==> src/rtl/operand_sel_pkg.sv <==
// Shared source codes for the operand select stage.
// The 2-bit source code tells the ALU where the operand came from.
package operand_sel_pkg;

    typedef logic [1:0] src_t;

    localparam src_t SRC_REG  = 2'd0;
    localparam src_t SRC_IMM  = 2'd1;
    localparam src_t SRC_FWD  = 2'd2;
    localparam src_t SRC_ZERO = 2'd3;

endpackage

==> src/rtl/fwd_match.sv <==
// Forwarding address compare across NFWD channels.
// Reports a hit and the lowest matching channel index, where index 0 is the youngest stage.
module fwd_match #(
    parameter int unsigned NFWD  = 2,
    parameter int unsigned RADDR = 3,
    parameter int unsigned IDXW  = 1
) (
    input  logic [NFWD-1:0]       fwd_valid,
    input  logic [NFWD*RADDR-1:0] fwd_addr,
    input  logic [RADDR-1:0]      rs_addr,
    output logic                  hit,
    output logic [IDXW-1:0]       idx
);

    // Walk from highest to lowest index so the lowest matching channel is the one left standing.
    always_comb begin
        hit = 1'b0;
        idx = '0;
        for (int i = NFWD - 1; i >= 0; i--) begin
            if (fwd_valid[i] && (fwd_addr[i*RADDR +: RADDR] == rs_addr)) begin
                hit = 1'b1;
                idx = IDXW'(i);
            end
        end
    end

endmodule

==> src/rtl/operand_sel_stage.sv <==
// Operand select stage: picks immediate, zero, forwarded or register data and registers it
// toward the ALU behind a one-deep valid/ready buffer.
module operand_sel_stage
    import operand_sel_pkg::*;
#(
    parameter int unsigned WIDTH = 16,
    parameter int unsigned RADDR = 3,
    parameter int unsigned NFWD  = 2
) (
    input  logic                  clk,
    input  logic                  rst,
    input  logic                  in_valid,
    output logic                  in_ready,
    input  logic                  imm_sel,
    input  logic [WIDTH-1:0]      in_imm,
    input  logic [RADDR-1:0]      rs_addr,
    input  logic [WIDTH-1:0]      rs_data,
    input  logic [NFWD-1:0]       fwd_valid,
    input  logic [NFWD*RADDR-1:0] fwd_addr,
    input  logic [NFWD*WIDTH-1:0] fwd_data,
    output logic                  out_valid,
    input  logic                  out_ready,
    output logic [WIDTH-1:0]      out_operand,
    output logic [1:0]            out_src,
    output logic [15:0]           fwd_count
);

    localparam int unsigned IDXW = (NFWD > 1) ? $clog2(NFWD) : 1;

    logic            fwd_hit;
    logic [IDXW-1:0] fwd_idx;
    src_t            sel_src;
    logic [WIDTH-1:0] sel_data;
    logic            accept;

    fwd_match #(
        .NFWD  (NFWD),
        .RADDR (RADDR),
        .IDXW  (IDXW)
    ) u_fwd_match (
        .fwd_valid (fwd_valid),
        .fwd_addr  (fwd_addr),
        .rs_addr   (rs_addr),
        .hit       (fwd_hit),
        .idx       (fwd_idx)
    );

    assign in_ready = !out_valid || out_ready;
    assign accept   = in_valid && in_ready;

    // Immediate beats the hardwired zero register, which beats forwarding.
    always_comb begin
        sel_src  = SRC_REG;
        sel_data = rs_data;
        if (imm_sel) begin
            sel_src  = SRC_IMM;
            sel_data = in_imm;
        end else if (rs_addr == '0) begin
            sel_src  = SRC_ZERO;
            sel_data = '0;
        end else if (fwd_hit) begin
            sel_src  = SRC_FWD;
            sel_data = fwd_data[fwd_idx*WIDTH +: WIDTH];
        end
    end

    always_ff @(posedge clk or posedge rst) begin
        if (rst) begin
            out_valid   <= 1'b0;
            out_operand <= '0;
            out_src     <= SRC_REG;
        end else if (accept) begin
            out_valid   <= 1'b1;
            out_operand <= sel_data;
            out_src     <= sel_src;
        end else if (out_ready) begin
            out_valid   <= 1'b0;
        end
    end

    always_ff @(posedge clk or posedge rst) begin
        if (rst) begin
            fwd_count <= '0;
        end else if (accept && (sel_src == SRC_FWD) && (fwd_count != 16'hFFFF)) begin
            fwd_count <= fwd_count + 16'd1;
        end
    end

endmodule

==> config.mk <==
export PLATFORM = sky130hd
export DESIGN_NAME = operand_sel_stage
export DESIGN_NICKNAME = d
export VERILOG_FILES = /design/src/rtl/operand_sel_pkg.sv /design/src/rtl/fwd_match.sv /design/src/rtl/operand_sel_stage.sv
export SDC_FILE = /design/constraint.sdc
export NUM_CORES = 1
export LEC_CHECK = 0
export CORE_MARGIN = 2
export CORE_UTILIZATION = 34
export DETAILED_ROUTE_END_ITERATION = 6
export PLACE_DENSITY = 0.77
export SLEW_MARGIN = 20
export SYNTH_ARGS = -nofsm -noshare
export SYNTH_HDL_FRONTEND = slang
export SYNTH_SLANG_ARGS = --single-unit
==> constraint.sdc <==
create_clock -name clk -period 1.74 [get_ports clk]
set_input_delay 0.174 -clock clk [delete_from_list [all_inputs] [get_ports clk]]
set_output_delay 0.174 -clock clk [all_outputs]
set_load 0.1 [all_outputs]
; After elaboration in Yosys (flattened, before gate mapping)
; Cells that the tools add are included.
[classes]
div_mod_pow = 0
add_sub_neg = 1
eq_ne = 4
n_shift = 1
n_reduce_logical = 9
n_mux = 11
n_bitwise = 0
n_mul = 0
n_lt_le_gt_ge = 0
[op_table]
columns = cell, n
row1 = $mux 16, 3
row2 = $shiftx 32x6->16, 1
row3 = $add 16x1->16 const B, 1
row4 = $ne 16x16->1 const B, 1
row5 = $eq 3x3->1, 2
row6 = $mux 2, 3
row7 = $logic_and 1x1->1, 5
row8 = $mux 1, 5
row9 = $logic_not 3->1, 1
row10 = $eq 2x2->1 const B, 1
row11 = $reduce_bool 2->1, 1
row12 = $logic_not 1->1, 1
row13 = $logic_or 1x1->1, 1
[word_totals]
romBits = 0
latchBits = 0
out_inout_bits = 36
mem_bits_rw = 0
ff_bits = 35
mem_count = 0

; Logic depth before layout (Yosys ltp)
[logic_depth]
word_depth = 10
mapped_depth = 7
ltp_nobuf = 6

; Modules after synthesis
; Synthesis repeated with hierarchy kept, for this count alone.
[unflattened]
hier_cells = 212
area_unflattened_um2 = 2024.4
[modules_own_cells]
columns = mod, instances, seq_area_each_um2, cells_per_inst, area_each_um2
row1 = operand_sel_stage, 1, 875.8, 202, 1949.4
row2 = fwd_match, 1, 0.0, 10, 75.1

; Worst setup path before layout
; No wires, ideal clock.
[synth_path]
path_type = register to register
startpoint = register out_valid
endpoint = register out_operand[10]
path_slack_ps = -1266
stages_incl_launch_ff = 7
path_buffers = 1
period_less_slack_ps = 3006
t_arrival_ps = 2915
cell_sequence = dfrtp_1 -> nand2b_1 -> nand2_1 -> nor3_2 -> buf_2 -> o221ai_1 -> o221ai_1
[synth_between]
elab_chain_len = 3
[synth_rtl]
columns = element, line
row1 = start: declaration, operand_sel_stage.sv:21  ; output logic out_valid,
row2 = start signal: assignment, operand_sel_stage.sv:69  ; out_valid <= 1'b0;
row3 = start signal: assignment, operand_sel_stage.sv:73  ; out_valid <= 1'b1;
row4 = start signal: assignment, operand_sel_stage.sv:77  ; out_valid <= 1'b0;
row5 = $logic_not 1->1, operand_sel_stage.sv:48  ; assign in_ready = !out_valid || out_ready;
row6 = $logic_or 1x1->1, operand_sel_stage.sv:48
row7 = net in_ready, operand_sel_stage.sv:13  ; output logic in_ready,
row8 = $logic_and 1x1->1, operand_sel_stage.sv:49  ; assign accept = in_valid && in_ready;
row9 = end signal: assignment, operand_sel_stage.sv:74  ; out_operand <= sel_data;
row10 = end: declaration, operand_sel_stage.sv:23  ; output logic [WIDTH-1:0] out_operand,
; The timed path passes the listed nets, and every way through them passes these cells.
; A chain may end at the register's enable or synchronous reset.

; Final worst setup path
[layout_path]
startpoint = register fwd_count[8]
endpoint = register fwd_count[1]
[layout_between]
elab_chain_len = 2
[layout_rtl]
columns = element, line
row1 = start: declaration, operand_sel_stage.sv:25  ; output logic [15:0] fwd_count
row2 = start signal: assignment, operand_sel_stage.sv:85  ; fwd_count <= fwd_count + 16'd1;
row3 = $ne 16x16->1, operand_sel_stage.sv:84  ; end else if (accept && (sel_src == SRC_FWD) && (fwd_count != 16'hFFFF)) begin
row4 = $logic_and 1x1->1, operand_sel_stage.sv:84
; Every way passes these cells.

==> metrics.md <==
| Metric | Value |
|---|---|
| Status | finished, final reports clean |
| Category of the most critical setup path | reg -> reg |
| Worst-case register-to-register setup slack | 40 ps |
| Final setup skew | 3.04 ps |
| Highest-count cells in the layout ignoring fill and taps | clkdlybuf4s50_1, buf_4, nand2_1 |
| Fill cell total of the finished layout | 442 |
| End of the worst register-to-register path | fwd_count[1]$_DFFE_PP0P_ |
| Max-slew violations | 0 |
| Footprint of the multi-input gates | 0.00104 mm^2 |
| Detailed-router iteration count before antenna repair | 4 |
| Async SR Flop Fraction | 1.00 |
| Fraction of the cycle the final worst path needs | 0.978 |
| Final estimated routing congestion in global placement | 0.786 |
| Peak per-stage delay on the critical path | 470 ps |
| Net switching power | 1.33 mW |
| Nets | 416 |
| Sinks on Clock Net | 35 |
| Synth top area cells | dfrtp_1, o221ai_1, nand2_1 |
| Worst-case headroom to the max-slew limit | 0.696 |
| Critical path capture point type | flip-flop |
| Part of the power in registers | 0.317 |
| Gate count of the mapped netlist | 193 |
| Layout overhead on the synthesized area | 89.3% |
| First-pass GRT wire length | 9970 um |
| Per-cell routed wire length | 15.2 um |
| Die width | 78.7 um |
| Port-buffer cells | 115 |
| Max stage delay cell, worst path | dfrtp_4 |
| DP Cell Count | 397 |
| Crit Path Max Fanout | 8 |
| Leading cell type in the layout, fill and taps excluded | clkdlybuf4s50_1 |
| R2r worst-path depth | 5 |
| Top FF cell, synth | dfrtp_1 |
| Final-report setup violation count | 0 |
| Total congestion overflow | 0 |
| Count of endpoints failing hold in the final timing report | 0 |
| ANT cells | 0 |
| Die Height | 78.7 um |
| Drt via density | 5.05 |
| Number of maximum-capacitance constraint violations | 0 |
| Post-synth cell types | 25 |
| Final routed DRC violation total | 0 |
| Worst slack at placement | -344 ps |
| Insertion delay to the later sink of the worst-skew pair | 280 ps |
| Leakage power figure | 1.51 nW |
| Fraction of layout cells with a size suffix above 1 | 0.330 |
| Synthesized flop and latch total | 35 |
| Cts-stage hold buffer count | 0 |
| Largest net degree at the start of global routing | 36 |
| Register Area | 906 um^2 |
| Drt total wl | 6200 um |
| Placed wire-length estimate after detailed placement | 4590 um |
| Number of nets with antenna violations after routing | 0 |
| CP Data Required Time | 1910 ps |
| Number of synthesized flops with an enable pin | 0 |
| Number of buffers inserted during clock tree synthesis | 5 |
| Mean instance size in the synthesized netlist | 9.84 um^2 |
| Setup repair after global routing missed its margin | true |
| Pwr per Cell Area | 869 mW/mm^2 |
| Final worst slack | 37.6 ps |
| Class of the most critical hold timing path | in -> async |
| Starting density of the core | 0.349 |
| Syn nets | 274 |
| Internal power of the cells | 1.79 mW |
| Number of warnings issued by yosys | 0 |
| GRT Util Overall | 0.199 |
| Via count | 2062 |
| Most prevalent standard cell on the critical path | and3_4 |
| Post-synthesis sequential area ratio | 0.461 |
| Cell Chain, Critical Path | and3_4, and3_4, a221oi_4, buf_12, mux2_4 |
| Fmax | 587 MHz |
| Area enclosed by the die boundary | 0.00620 mm^2 |
| Synthesized area | 0.00190 mm^2 |
| Dpl cell area | 0.00340 mm^2 |
| Slew @ Worst Pin | 456 ps |
| Core Box Area | 0.00544 mm^2 |
| Via count of the first global-routing pass | 2142 |
| Ports placed on the boundary | 116 |
| Combinational cell fraction of total power | 0.477 |
| TritonCTS clock tree | yes |
| Number of antenna violations at the first check in global routing | 0 |
| Number of standard cells in the final layout excluding fillers | 408 |
| Switching Fraction | 0.426 |
| Arrival time worst endpoint | 1870 ps |
| Clock Path Buffers | 2 |
| Root Driver | clkbuf_8 |
| Dominant cell type by area after synthesis | dfrtp_1 |
| CTS HTree Levels | 2 |
| Final Instance Area | 0.00359 mm^2 |
| Part of the power in the clock network | 0.206 |
| Type of origin of the critical path | flip-flop |
| Clock Pin Slew Worst Setup and Hold Paths | 70 ps |
| Final min period | 1700 ps |
| Post-synth top area share | 0.461 |
| Worst R2R Start | fwd_count[8]$_DFFE_PP0P_ |
| Number of placement rows | 27 |
| Maximum vdd ir drop | 0.831 mV |
| Number of DRC markers in iteration 0 | 75 |
[kinds of logic (layout without fill, tap and decap cells)]
family / Yosys count / count (layout) / synth area share
AOI/OAI and AO/OA: 35 / 35 / 0.168
xor gates and xnor gates: 21 / 21 / 0.109
adders and majority gates: 1 / 1 / 0.00659
buffers and inverters: 13 / 156 / 0.0316
DFF: 35 / 35 / 0.461
muxes: 1 / 1 / 0.00593
and+or+nand+nor: 87 / 87 / 0.218
[layer usage]
layer	vias to the layer above	global-route usage	wire, um
met5	-	0	0
met2	90	0.345	2980
met3	6	0.0545	500
met1	970	0.252	2660
li1	996	-	-
met4	0	0.0368	55
[cell type report]
type / instances / area share
Inverter: 2 / 0.00209
Sequential cell: 35 / 0.252
Clock buffer: 8 / 0.0278
Tap cell: 72 / 0.0251
Multi-Input combinational cell: 145 / 0.290
Timing Repair Buffer: 146 / 0.403
[metrics by stage]
step	utilization	hold slack [ps]	total power [mW]	TNS [ps]
floorplan	-	282	1.91	-4560
global placement	0.626	473	2.45	-6640
detailed placement	0.626	476	2.46	-8220
CTS	0.656	298	3.14	0
global route	0.661	372	3.25	-139
finish	0.661	281	3.12	0
[what timing repair did]
| action | 4_1_cts | 5_1_grt |
|---|---|---|
| pin swaps | 3 | 8 |
| gates cloned | 1 | 0 |
| endpoints found under the setup margin | 8 | 13 |
| buffers inserted | 1 | 2 |
| resized for setup | 11 | 9 |
[Yosys cell counts, drive strengths merged (4+ instances only)]
cell	number
nor2	21
nand2	39
nand3	6
nand4	8
xnor2	19
nand2b	4
dfrtp	35
clkbuf	7
buf	4
and3	4
o221ai	32
[worst max-delay path, delay by kind of cell (launching register included)]
family | cells | cell delay (ps)
buf+inv | 1 | 160
compound gates | 1 | 320
mux | 1 | 300
flops | 1 | 470
simple gates | 2 | 340
[power groups by stage]
stage / clock network (mW) / logic [mW] / registers [mW]
after global placement: 0 / 1.46 / 0.989
after floorplan: 0 / 0.218 / 1.69
after CTS: 0.666 / 1.49 / 0.988
after detailed placement: 0 / 1.47 / 0.994
final: 0.643 / 1.49 / 0.991
after global routing: 0.700 / 1.55 / 0.998
[worst max path at each step]
stage	from	endpoint	slack [ps]
3_3_place_gp	rs_addr[1]	fwd_count[1]$_DFFE_PP0P_	-300
2_1_floorplan	out_valid$_DFFE_PP0P_	fwd_count[10]$_DFFE_PP0P_	-290
4_1_cts	fwd_count[14]$_DFFE_PP0P_	fwd_count[13]$_DFFE_PP0P_	9
3_5_place_dp	rs_addr[0]	fwd_count[1]$_DFFE_PP0P_	-340
5_1_grt	fwd_count[8]$_DFFE_PP0P_	fwd_count[15]$_DFFE_PP0P_	-50
6_report	fwd_count[8]$_DFFE_PP0P_	fwd_count[1]$_DFFE_PP0P_	40
[registers in the layout, summed over array words and instances, names as in the netlist]
| name | flops |
|---|---|
| fwd_count | 16 |
| out_operand | 16 |
| out_valid | 1 |
| out_src | 2 |
Power figures use the tool's default switching activity.
